$ cat config.mk
export PLATFORM = sky130hd
export DESIGN_NAME = spi_reg_capture_flat
export DESIGN_NICKNAME = d
export VERILOG_FILES = /design/src/rtl/spi_reg_pkg.sv /design/src/rtl/spi_reg_capture_if.sv /design/src/rtl/spi_reg_capture_sync_edge.sv /design/src/rtl/spi_reg_capture.sv /design/src/flat_wrapper.sv
export SDC_FILE = /design/constraint.sdc
export NUM_CORES = 1
export LEC_CHECK = 0
export CAP_MARGIN = 0
export CORE_UTILIZATION = 60
export DETAILED_ROUTE_END_ITERATION = 8
export DONT_BUFFER_PORTS = 1
export PLACE_DENSITY = 0.78
export SETUP_SLACK_MARGIN = 0.4
export SLEW_MARGIN = 30
export SYNTH_ARGS = -nofsm -noshare
export SYNTH_HDL_FRONTEND = slang
export SYNTH_SLANG_ARGS = --single-unit
$ cat constraint.sdc
create_clock -name clk -period 2.3 [get_ports clk]
set_clock_uncertainty 0.1 [all_clocks]
set_input_delay 0.46 -clock clk [delete_from_list [all_inputs] [get_ports clk]]
set_output_delay 0.46 -clock clk [all_outputs]
set_load 0.05 [all_outputs]
$ cat src/rtl/spi_reg_pkg.sv
// Shared constants, frame field positions and FSM state type for the SPI write-capture block.
package spi_reg_pkg;

    localparam int unsigned FRAME_BITS = 16;
    localparam int unsigned CNT_W      = 5;
    localparam int unsigned CNT_SAT    = 17;
    localparam logic        RW_WRITE   = 1'b1;

    localparam int unsigned RW_BIT     = 15;
    localparam int unsigned ADDR_LSB   = 8;
    localparam int unsigned DATA_LSB   = 0;

    typedef enum logic [1:0] {
        IDLE,
        ACTIVE,
        COMMIT
    } state_t;

endpackage

$ cat src/rtl/spi_reg_capture_if.sv
// SPI pin inputs and register-file / strobe outputs of the capture stage.
interface spi_reg_capture_if #(
    parameter int unsigned NUM_REGS = 5,
    parameter int unsigned DATA_W   = 8,
    parameter int unsigned ADDR_W   = 7
);
    logic                       sclk;
    logic                       copi;
    logic                       ncs;
    logic [NUM_REGS*DATA_W-1:0] regs_o;
    logic                       wr_valid;
    logic [ADDR_W-1:0]          wr_addr;
    logic [DATA_W-1:0]          wr_data;
    logic                       frame_err;

    modport slave (
        input  sclk, copi, ncs,
        output regs_o, wr_valid, wr_addr, wr_data, frame_err
    );

    modport master (
        output sclk, copi, ncs,
        input  regs_o, wr_valid, wr_addr, wr_data, frame_err
    );
endinterface

$ cat src/rtl/spi_reg_capture_sync_edge.sv
// Multi-stage synchronizer for one asynchronous pin with rise/fall detection on the synced level.
module sync_edge #(
    parameter int unsigned STAGES  = 2,
    parameter logic        RST_VAL = 1'b0
) (
    input  logic clk,
    input  logic rst,
    input  logic d,
    output logic level,
    output logic rise_c,
    output logic fall_c
);

    logic [STAGES-1:0] chain;
    logic              prev;

    always_ff @(posedge clk) begin
        if (rst) begin
            chain <= {STAGES{RST_VAL}};
            prev  <= RST_VAL;
        end else begin
            chain <= {chain[STAGES-2:0], d};
            prev  <= chain[STAGES-1];
        end
    end

    assign level  = chain[STAGES-1];
    assign rise_c = level & ~prev;
    assign fall_c = ~level & prev;

endmodule

$ cat src/rtl/spi_reg_capture.sv
// SPI mode-0 write-frame deserializer feeding a small register file in the clk domain.
module spi_reg_capture
    import spi_reg_pkg::*;
#(
    parameter int unsigned NUM_REGS    = 5,
    parameter int unsigned DATA_W      = 8,
    parameter int unsigned ADDR_W      = 7,
    parameter int unsigned SYNC_STAGES = 2
) (
    input logic              clk,
    input logic              rst,
    spi_reg_capture_if.slave bus
);

    logic sclk_lvl, sclk_rise, sclk_fall;
    logic copi_lvl, copi_rise, copi_fall;
    logic ncs_lvl,  ncs_rise,  ncs_fall;
    logic unused_edges;

    sync_edge #(.STAGES(SYNC_STAGES), .RST_VAL(1'b0)) u_sync_sclk (
        .clk(clk), .rst(rst), .d(bus.sclk),
        .level(sclk_lvl), .rise_c(sclk_rise), .fall_c(sclk_fall)
    );

    sync_edge #(.STAGES(SYNC_STAGES), .RST_VAL(1'b0)) u_sync_copi (
        .clk(clk), .rst(rst), .d(bus.copi),
        .level(copi_lvl), .rise_c(copi_rise), .fall_c(copi_fall)
    );

    // ncs resets low so a chip select held low through reset shows no falling edge
    sync_edge #(.STAGES(SYNC_STAGES), .RST_VAL(1'b0)) u_sync_ncs (
        .clk(clk), .rst(rst), .d(bus.ncs),
        .level(ncs_lvl), .rise_c(ncs_rise), .fall_c(ncs_fall)
    );

    assign unused_edges = ^{sclk_lvl, sclk_fall, copi_rise, copi_fall};

    state_t                     state;
    logic [FRAME_BITS-1:0]      shreg;
    logic [CNT_W-1:0]           cnt;
    logic [NUM_REGS*DATA_W-1:0] regs;
    logic                       wr_valid;
    logic                       frame_err;
    logic [ADDR_W-1:0]          wr_addr;
    logic [DATA_W-1:0]          wr_data;

    logic              frame_rw;
    logic [ADDR_W-1:0] frame_addr;
    logic [DATA_W-1:0] frame_data;

    assign frame_rw   = shreg[RW_BIT];
    assign frame_addr = shreg[ADDR_LSB +: ADDR_W];
    assign frame_data = shreg[DATA_LSB +: DATA_W];

    always_ff @(posedge clk) begin
        if (rst) begin
            state     <= IDLE;
            shreg     <= '0;
            cnt       <= '0;
            regs      <= '0;
            wr_valid  <= 1'b0;
            frame_err <= 1'b0;
            wr_addr   <= '0;
            wr_data   <= '0;
        end else begin
            wr_valid  <= 1'b0;
            frame_err <= 1'b0;
            case (state)
                IDLE: begin
                    shreg <= '0;
                    cnt   <= '0;
                    if (ncs_fall) state <= ACTIVE;
                end
                ACTIVE: begin
                    if (ncs_rise) begin
                        state <= COMMIT;
                    end else if (sclk_rise && !ncs_lvl) begin
                        // shifting stops at a full frame; the count keeps going to flag overrun
                        if (cnt < CNT_W'(FRAME_BITS)) shreg <= {shreg[FRAME_BITS-2:0], copi_lvl};
                        if (cnt < CNT_W'(CNT_SAT))    cnt   <= cnt + CNT_W'(1);
                    end
                end
                COMMIT: begin
                    state <= IDLE;
                    if (cnt == CNT_W'(FRAME_BITS)) begin
                        if (frame_rw == RW_WRITE && 32'(frame_addr) < NUM_REGS) begin
                            for (int unsigned n = 0; n < NUM_REGS; n++) begin
                                if (32'(frame_addr) == n) regs[n*DATA_W +: DATA_W] <= frame_data;
                            end
                            wr_valid <= 1'b1;
                            wr_addr  <= frame_addr;
                            wr_data  <= frame_data;
                        end
                    end else begin
                        frame_err <= 1'b1;
                    end
                end
                default: state <= IDLE;
            endcase
        end
    end

    assign bus.regs_o    = regs;
    assign bus.wr_valid  = wr_valid;
    assign bus.wr_addr   = wr_addr;
    assign bus.wr_data   = wr_data;
    assign bus.frame_err = frame_err;

endmodule

$ cat src/flat_wrapper.sv
// flat-port wrapper written by rule: the top's interface ports become plain ports
module spi_reg_capture_flat import spi_reg_pkg::*;
#(
    parameter int unsigned NUM_REGS    = 5,
    parameter int unsigned DATA_W      = 8,
    parameter int unsigned ADDR_W      = 7,
    parameter int unsigned SYNC_STAGES = 2
)
  (clk, rst, bus_sclk, bus_copi, bus_ncs, bus_regs_o, bus_wr_valid, bus_wr_addr, bus_wr_data, bus_frame_err);
  spi_reg_capture_if #(.NUM_REGS(NUM_REGS), .DATA_W(DATA_W), .ADDR_W(ADDR_W)) bus_i ();
  input logic clk;
  input logic rst;
  input wire logic [$bits(bus_i.sclk)-1:0] bus_sclk;
  input wire logic [$bits(bus_i.copi)-1:0] bus_copi;
  input wire logic [$bits(bus_i.ncs)-1:0] bus_ncs;
  output wire logic [$bits(bus_i.regs_o)-1:0] bus_regs_o;
  output wire logic [$bits(bus_i.wr_valid)-1:0] bus_wr_valid;
  output wire logic [$bits(bus_i.wr_addr)-1:0] bus_wr_addr;
  output wire logic [$bits(bus_i.wr_data)-1:0] bus_wr_data;
  output wire logic [$bits(bus_i.frame_err)-1:0] bus_frame_err;
  assign bus_i.sclk = bus_sclk;
  assign bus_i.copi = bus_copi;
  assign bus_i.ncs = bus_ncs;
  assign bus_regs_o = bus_i.regs_o;
  assign bus_wr_valid = bus_i.wr_valid;
  assign bus_wr_addr = bus_i.wr_addr;
  assign bus_wr_data = bus_i.wr_data;
  assign bus_frame_err = bus_i.frame_err;
  spi_reg_capture #(.NUM_REGS(NUM_REGS), .DATA_W(DATA_W), .ADDR_W(ADDR_W), .SYNC_STAGES(SYNC_STAGES)) u_core (.clk(clk), .rst(rst), .bus(bus_i));
endmodule
# [Word level (Yosys, flattened, before mapping)]
# Index checks and enable logic that the tools add are counted.
[totals] regBits=88 latchBits=0 ramBits=0 rom_bits=0 input_bits=5 output_inout_bits=57 word_cells=72 n_memories=0
[classes] addsub=1 multipliers=0 div_mod_pow=0 n_lt_le_gt_ge=3 eq_ne=13 n_shift=0 n_mux=13 bitwise=8 reduce_logical=17
[op_table] cell="$mux W16" n=3
[op_table] cell="$pmux W16 S2" n=1
[op_table] cell="$reduce_and A4 Y1" n=7
[op_table] cell="$mux W5" n=3
[op_table] cell="$eq A7 B2 Y1 const B" n=2
[op_table] cell="$lt A5 B5 Y1 const B" n=2
[op_table] cell="$ne A2 B1 Y1 const B" n=5
[op_table] cell="$pmux W5 S2" n=1
[op_table] cell="$eq A7 B1 Y1 const B" n=1
[op_table] cell="$eq A7 B3 Y1 const B" n=1
[op_table] cell="$logic_not A7 Y1" n=1
[op_table] cell="$lt A7 B3 Y1 const B" n=1
[op_table] cell="$add A5 B1 Y5 const B" n=1
[op_table] cell="$eq A5 B5 Y1 const B" n=1
[op_table] cell="$not A1 Y1" n=5
[op_table] cell="$mux W2" n=2
[op_table] cell="$pmux W2 S2" n=1
[op_table] cell="$and A1 B1 Y1" n=3
[op_table] cell="$reduce_and A3 Y1" n=1
[op_table] cell="$reduce_or A3 Y1" n=1
[op_table] cell="$eq A2 B1 Y1 const B" n=1
[op_table] cell="$eq A2 B2 Y1 const B" n=1
[op_table] cell="$logic_and A1 B1 Y1" n=2
[op_table] cell="$logic_not A2 Y1" n=1
[op_table] cell="6 further kinds" n=7

# [Longest topological paths before layout]
[logic_depth] word_depth=6 mapped_depth=9 ltp_nobuf=6

# [Modules after synthesis]
# Synthesis repeated with hierarchy kept, for this count alone.
[hier_totals] cells_unflattened=335 area_unflattened_um2=3612.2
[modules_own_cells] module="spi_reg_capture" instances=1 cells_each=311 area_per_inst_um2=3338.2 seq_area_each_um2=1601.5
[modules_own_cells] module="sync_edge" instances=3 cells_each=8 area_per_inst_um2=91.3 seq_area_each_um2=60.1

# [Least setup slack after synthesis]
# OpenSTA, ideal clock, no wires.
[synth_path] kind="reg-to-reg" start="register u_core.cnt[0]" end="register u_core.wr_valid (netlist: u_core.bus.wr_valid)" setup_ps=127 t_arrival_ps=1532 required_ps=2073 path_slack_ps=542 stages_incl_launch_ff=9 path_buffers=3 synth_period_minus_slack_ps=1758 path_cell_list="dfxtp_1 inv_1 ha_1 and4bb_2 buf_4 and4_1 buf_6 buf_8 nor2b_1"
[synth_via] elab_chain_len=3
[synth_rtl] item="from (decl)" line_no="spi_reg_capture.sv:40" source="logic [CNT_W-1:0] cnt;"
[synth_rtl] item="from (signal assigned)" line_no="spi_reg_capture.sv:80" source="if (cnt < CNT_W'(CNT_SAT)) cnt <= cnt + CNT_W'(1);"
[synth_rtl] item="$eq A5 B5 Y1" line_no="spi_reg_capture.sv:85" source="if (cnt == CNT_W'(FRAME_BITS)) begin"
[synth_rtl] item="$not A1 Y1 (no source line)"
[synth_rtl] item="$reduce_or A3 Y1 (no source line)"
[synth_rtl] item="to (signal assigned)" line_no="spi_reg_capture.sv:61" source="wr_valid <= 1'b0;"
[synth_rtl] item="to (signal assigned)" line_no="spi_reg_capture.sv:66" source="wr_valid <= 1'b0;"
[synth_rtl] item="to (signal assigned)" line_no="spi_reg_capture.sv:90" source="wr_valid <= 1'b1;"
[synth_rtl] item="to (decl)" line_no="spi_reg_capture.sv:42" source="logic wr_valid;"
# No other way between the ends.
# A chain may end at the register's enable or synchronous reset.

# [Final worst setup path]
[layout_path] start="register u_core.cnt[4]" end="register u_core.shreg[9]"
[layout_via] elab_chain_len=3
[layout_rtl] item="$lt A5 B5 Y1" line_no="spi_reg_capture.sv:79" source="if (cnt < CNT_W'(FRAME_BITS)) shreg <= {shreg[FRAME_BITS-2:0], copi_lvl};"
[layout_rtl] item="$ne A2 B1 Y1 (no source line)"
[layout_rtl] item="$reduce_and A4 Y1 (no source line)"
[layout_rtl] item="to (signal assigned)" line_no="spi_reg_capture.sv:79"
[layout_rtl] item="to (decl)" line_no="spi_reg_capture.sv:39" source="logic [FRAME_BITS-1:0] shreg;"
# No other way between the ends.

==> metrics.txt <==
number of nets at the end of the flow ~340; portion of the post-synthesis area used by sequential elements between 50% and 60%; timing-limited maximum frequency approximately 0.54 GHz; EDFF count, synth 0; Hold Path Class input pin to flip-flop; number of pins with negative max-slew slack in the final report 0; global-route wire length before repair roughly 11000 um; count of synthesis-stage warnings from yosys 0; aggregate negative setup slack 0 ps; HPWL after detailed placement 4251 um; Final ANT Viol Nets 0; number of global-route vias before repair 2139; Setup Viol. Count Final 0; IR Drop Worst-Case VDD between 0.0005 and 0.0006 V; time the worst path needs with I/O delays and setup between 1500 and 2000 ps; leading post-synthesis cells by instance count sky130_fd_sc_hd__dfxtp_1, sky130_fd_sc_hd__nor2_1, sky130_fd_sc_hd__mux2i_1, sky130_fd_sc_hd__nand2_1, sky130_fd_sc_hd__and2_1; number of maximum-capacitance violations 0; total clock buffers created by CTS 9; power density over the cells approximately 750 nW/um2; maximum number of buffers from clock root to sink 2; global placement routability congestion about 0.83; buffer cell driving the clock tree root sky130_fd_sc_hd__clkbuf_8; Setup crit end kind flip-flop; Async SR Flop Fraction 0%; Detailed Routing Iterations Pass 1 4; primary flip-flop cell chosen by synthesis mapping sky130_fd_sc_hd__dfxtp_1; sequential cell area roughly 1800 um2; Area growth syn-to-layout 7.378%; setup repair after global routing missed its margin yes; number of storage elements in the synthesis netlist 88; diode insertion count for antenna repair 0; grt peak-use layer met2; netlist area before placement approximately 3400 um2; Finished Cell Area about 3700 um2; clock tree from TritonCTS yes; DRT Wirelength around 6700 um; post-synthesis net count 342; critical path start-end classification flip-flop to flip-flop; cell accounting for the most synthesized area sky130_fd_sc_hd__dfxtp_1; combined area of the multi-input logic cells around 1500 um2; antenna violations before repair 0; GR Util met1 between 30 and 40%; most frequent cell after synthesis sky130_fd_sc_hd__dfxtp_1; CTS clk-pin slew, worst paths roughly 90 ps; largest net degree at the start of global routing between 80 and 90; share of the clock period used by the worst path between 80% and 90%; area fraction of the dominant cell type after synthesis between 50% and 60%; total vias in the final route roughly 2300; aggregate global-route resource usage a little under a quarter; number of buffer cells added on primary ports 0; pin slew with the least headroom to its limit roughly 560 ps; leakage power of the design around 1.7 nW; met3 usage in global routing 6.471%; cells taking the most area after synthesis sky130_fd_sc_hd__dfxtp_1, sky130_fd_sc_hd__mux2i_1, sky130_fd_sc_hd__nor2_1, sky130_fd_sc_hd__and2_1, sky130_fd_sc_hd__nand2_1; synthesized instance count between 300 and 400; starting utilization of the core area 62.21%; CTS sink cnt 88; share of layout cells above drive strength 1 10.98%; area enclosed by the die boundary between 6000 and 7000 um2; final-report hold violation count 0; area of the core about 5500 um2; per-cell via count in the routed design roughly 5.6; Crit Path Max Fanout 11; die outline width slightly below 80 um; residual overflow from global routing 0; H-Tree Depth 3; CP Launch Type flip-flop; Chip Height slightly below 80 um; worst endpoint data arrival time approximately 2000 ps; number of library cell types mapped by synthesis 45; standard-cell row count 27; Synth Area per Inst around 10 um2; grt met2 use a little under two fifths; number of placed I/O pins 62; worst max-slew margin expressed relative to the limit between 60% and 70%; clock insertion delay at the later pin of the skew report 350 ps; wire length per cell after detailed routing 16.27 um; drc violations 0; initial detailed-routing violation count around 110; area of placed instances 3423 um2; # fillers between 400 and 500; Critical Path RT roughly 2500 ps; outcome finished clean; hold bufs inserted after CTS 0
-- path summary, 6_finish.rpt --
kind / from / end / slack, ps / cells after the start
worst min-delay path: rst / u_core.u_sync_ncs.prev / 70 / 1
worst max-delay path: u_core.cnt[4] / u_core.shreg[9] / 430 / 5
worst min register to register: u_core.u_sync_ncs.prev / u_core.state[1] / 340 / 1
worst max register to register: u_core.cnt[4] / u_core.shreg[9] / 430 / 5
-- layer usage --
| layer | part of all wire, % | routed length (um) |
|---|---|---|
| met5 | 0 | 0 |
| met4 | 1.6 | 104 |
| met3 | 4.4 | 293 |
| met2 | 47 | 3127 |
| met1 | 47 | 3128 |
-- worst max-delay path, stage by stage (launching register included) --
cell	delay, ps
sky130_fd_sc_hd__dfxtp_1	350
sky130_fd_sc_hd__or4b_4	570
sky130_fd_sc_hd__a21oi_4	190
sky130_fd_sc_hd__buf_4	240
sky130_fd_sc_hd__mux2i_1	240
sky130_fd_sc_hd__nor2_1	60
-- report_power, final --
part | internal [mW] | switching [mW]
Clock | 0.647 | 0.561
Combinational | 0.0159 | 0.0142
Sequential | 1.53 | 0.00308
-- stage by stage --
| step | utilization [%] | hold slack (ps) | std cells | setup slack, ps | power (mW) |
|---|---|---|---|---|---|
| 2_1_floorplan | - | 307.3 | 335 | 541.6 | 1.611 |
| 3_3_place_gp | 62.17 | 310.8 | 391 | 459.4 | 1.596 |
| 3_5_place_dp | 62.17 | 320.3 | 391 | 404.5 | 1.596 |
| 4_1_cts | 66.39 | 54.24 | 407 | 396.2 | 2.780 |
| 5_1_grt | 66.80 | 51.09 | 409 | 347.0 | 2.854 |
| 6_report | 66.80 | 65.40 | 409 | 431.6 | 2.771 |
-- area by class of cell --
cell class,count,area share (%)
tap,72,2.449
multi-input combinational,218,40.78
timing repair buffer,9,2.041
sequential,88,47.89
clock buffer,10,3.741
clock inverter,6,2.483
inverter,6,0.6122
-- state kept, by name, summed over array words and instances, names as in the netlist, 2 cells and up --
register	flops
u_core.bus.regs_o	40
u_core.bus.wr_addr	7
u_core.bus.wr_data	8
u_core.cnt	5
u_core.shreg	16
u_core.state	2
u_core.u_sync_copi.chain	2
u_core.u_sync_ncs.chain	2
u_core.u_sync_sclk.chain	2
-- kinds of logic (layout without fill, tap and decap cells) --
group,after synthesis,after routing,synth area share [%]
and+or+nand+nor,137,137,21.80
muxes,55,55,16.07
adders and majority gates,3,3,1.023
DFF,88,88,51.42
AOI/OAI and AO/OA,22,22,4.529
xor gates and xnor gates,1,1,0.2557
buffers and inverters,29,31,4.894
-- placed cells by master, fill, tap and decap left out, types with 8 or more instances in the layout --
cell type / synthesis / layout
sky130_fd_sc_hd__dfxtp_1: 88 / 88
sky130_fd_sc_hd__buf_4: 1 / 8
sky130_fd_sc_hd__mux2i_1: 55 / 55
sky130_fd_sc_hd__clkbuf_8: 0 / 10
sky130_fd_sc_hd__nor2_1: 59 / 59
sky130_fd_sc_hd__nor3b_1: 8 / 8
sky130_fd_sc_hd__nor2b_1: 9 / 9
sky130_fd_sc_hd__a21oi_1: 11 / 11
sky130_fd_sc_hd__nand2_1: 22 / 22
sky130_fd_sc_hd__and2_1: 16 / 16
-- what timing repair did --
action / 4_1_cts / 5_1_grt
gates resized for setup: 1 / 2
setup endpoints to repair: 3 / 46
setup buffers: 0 / 2
pin swaps: 0 / 2
Note: power is estimated with default switching activity, not from simulation.
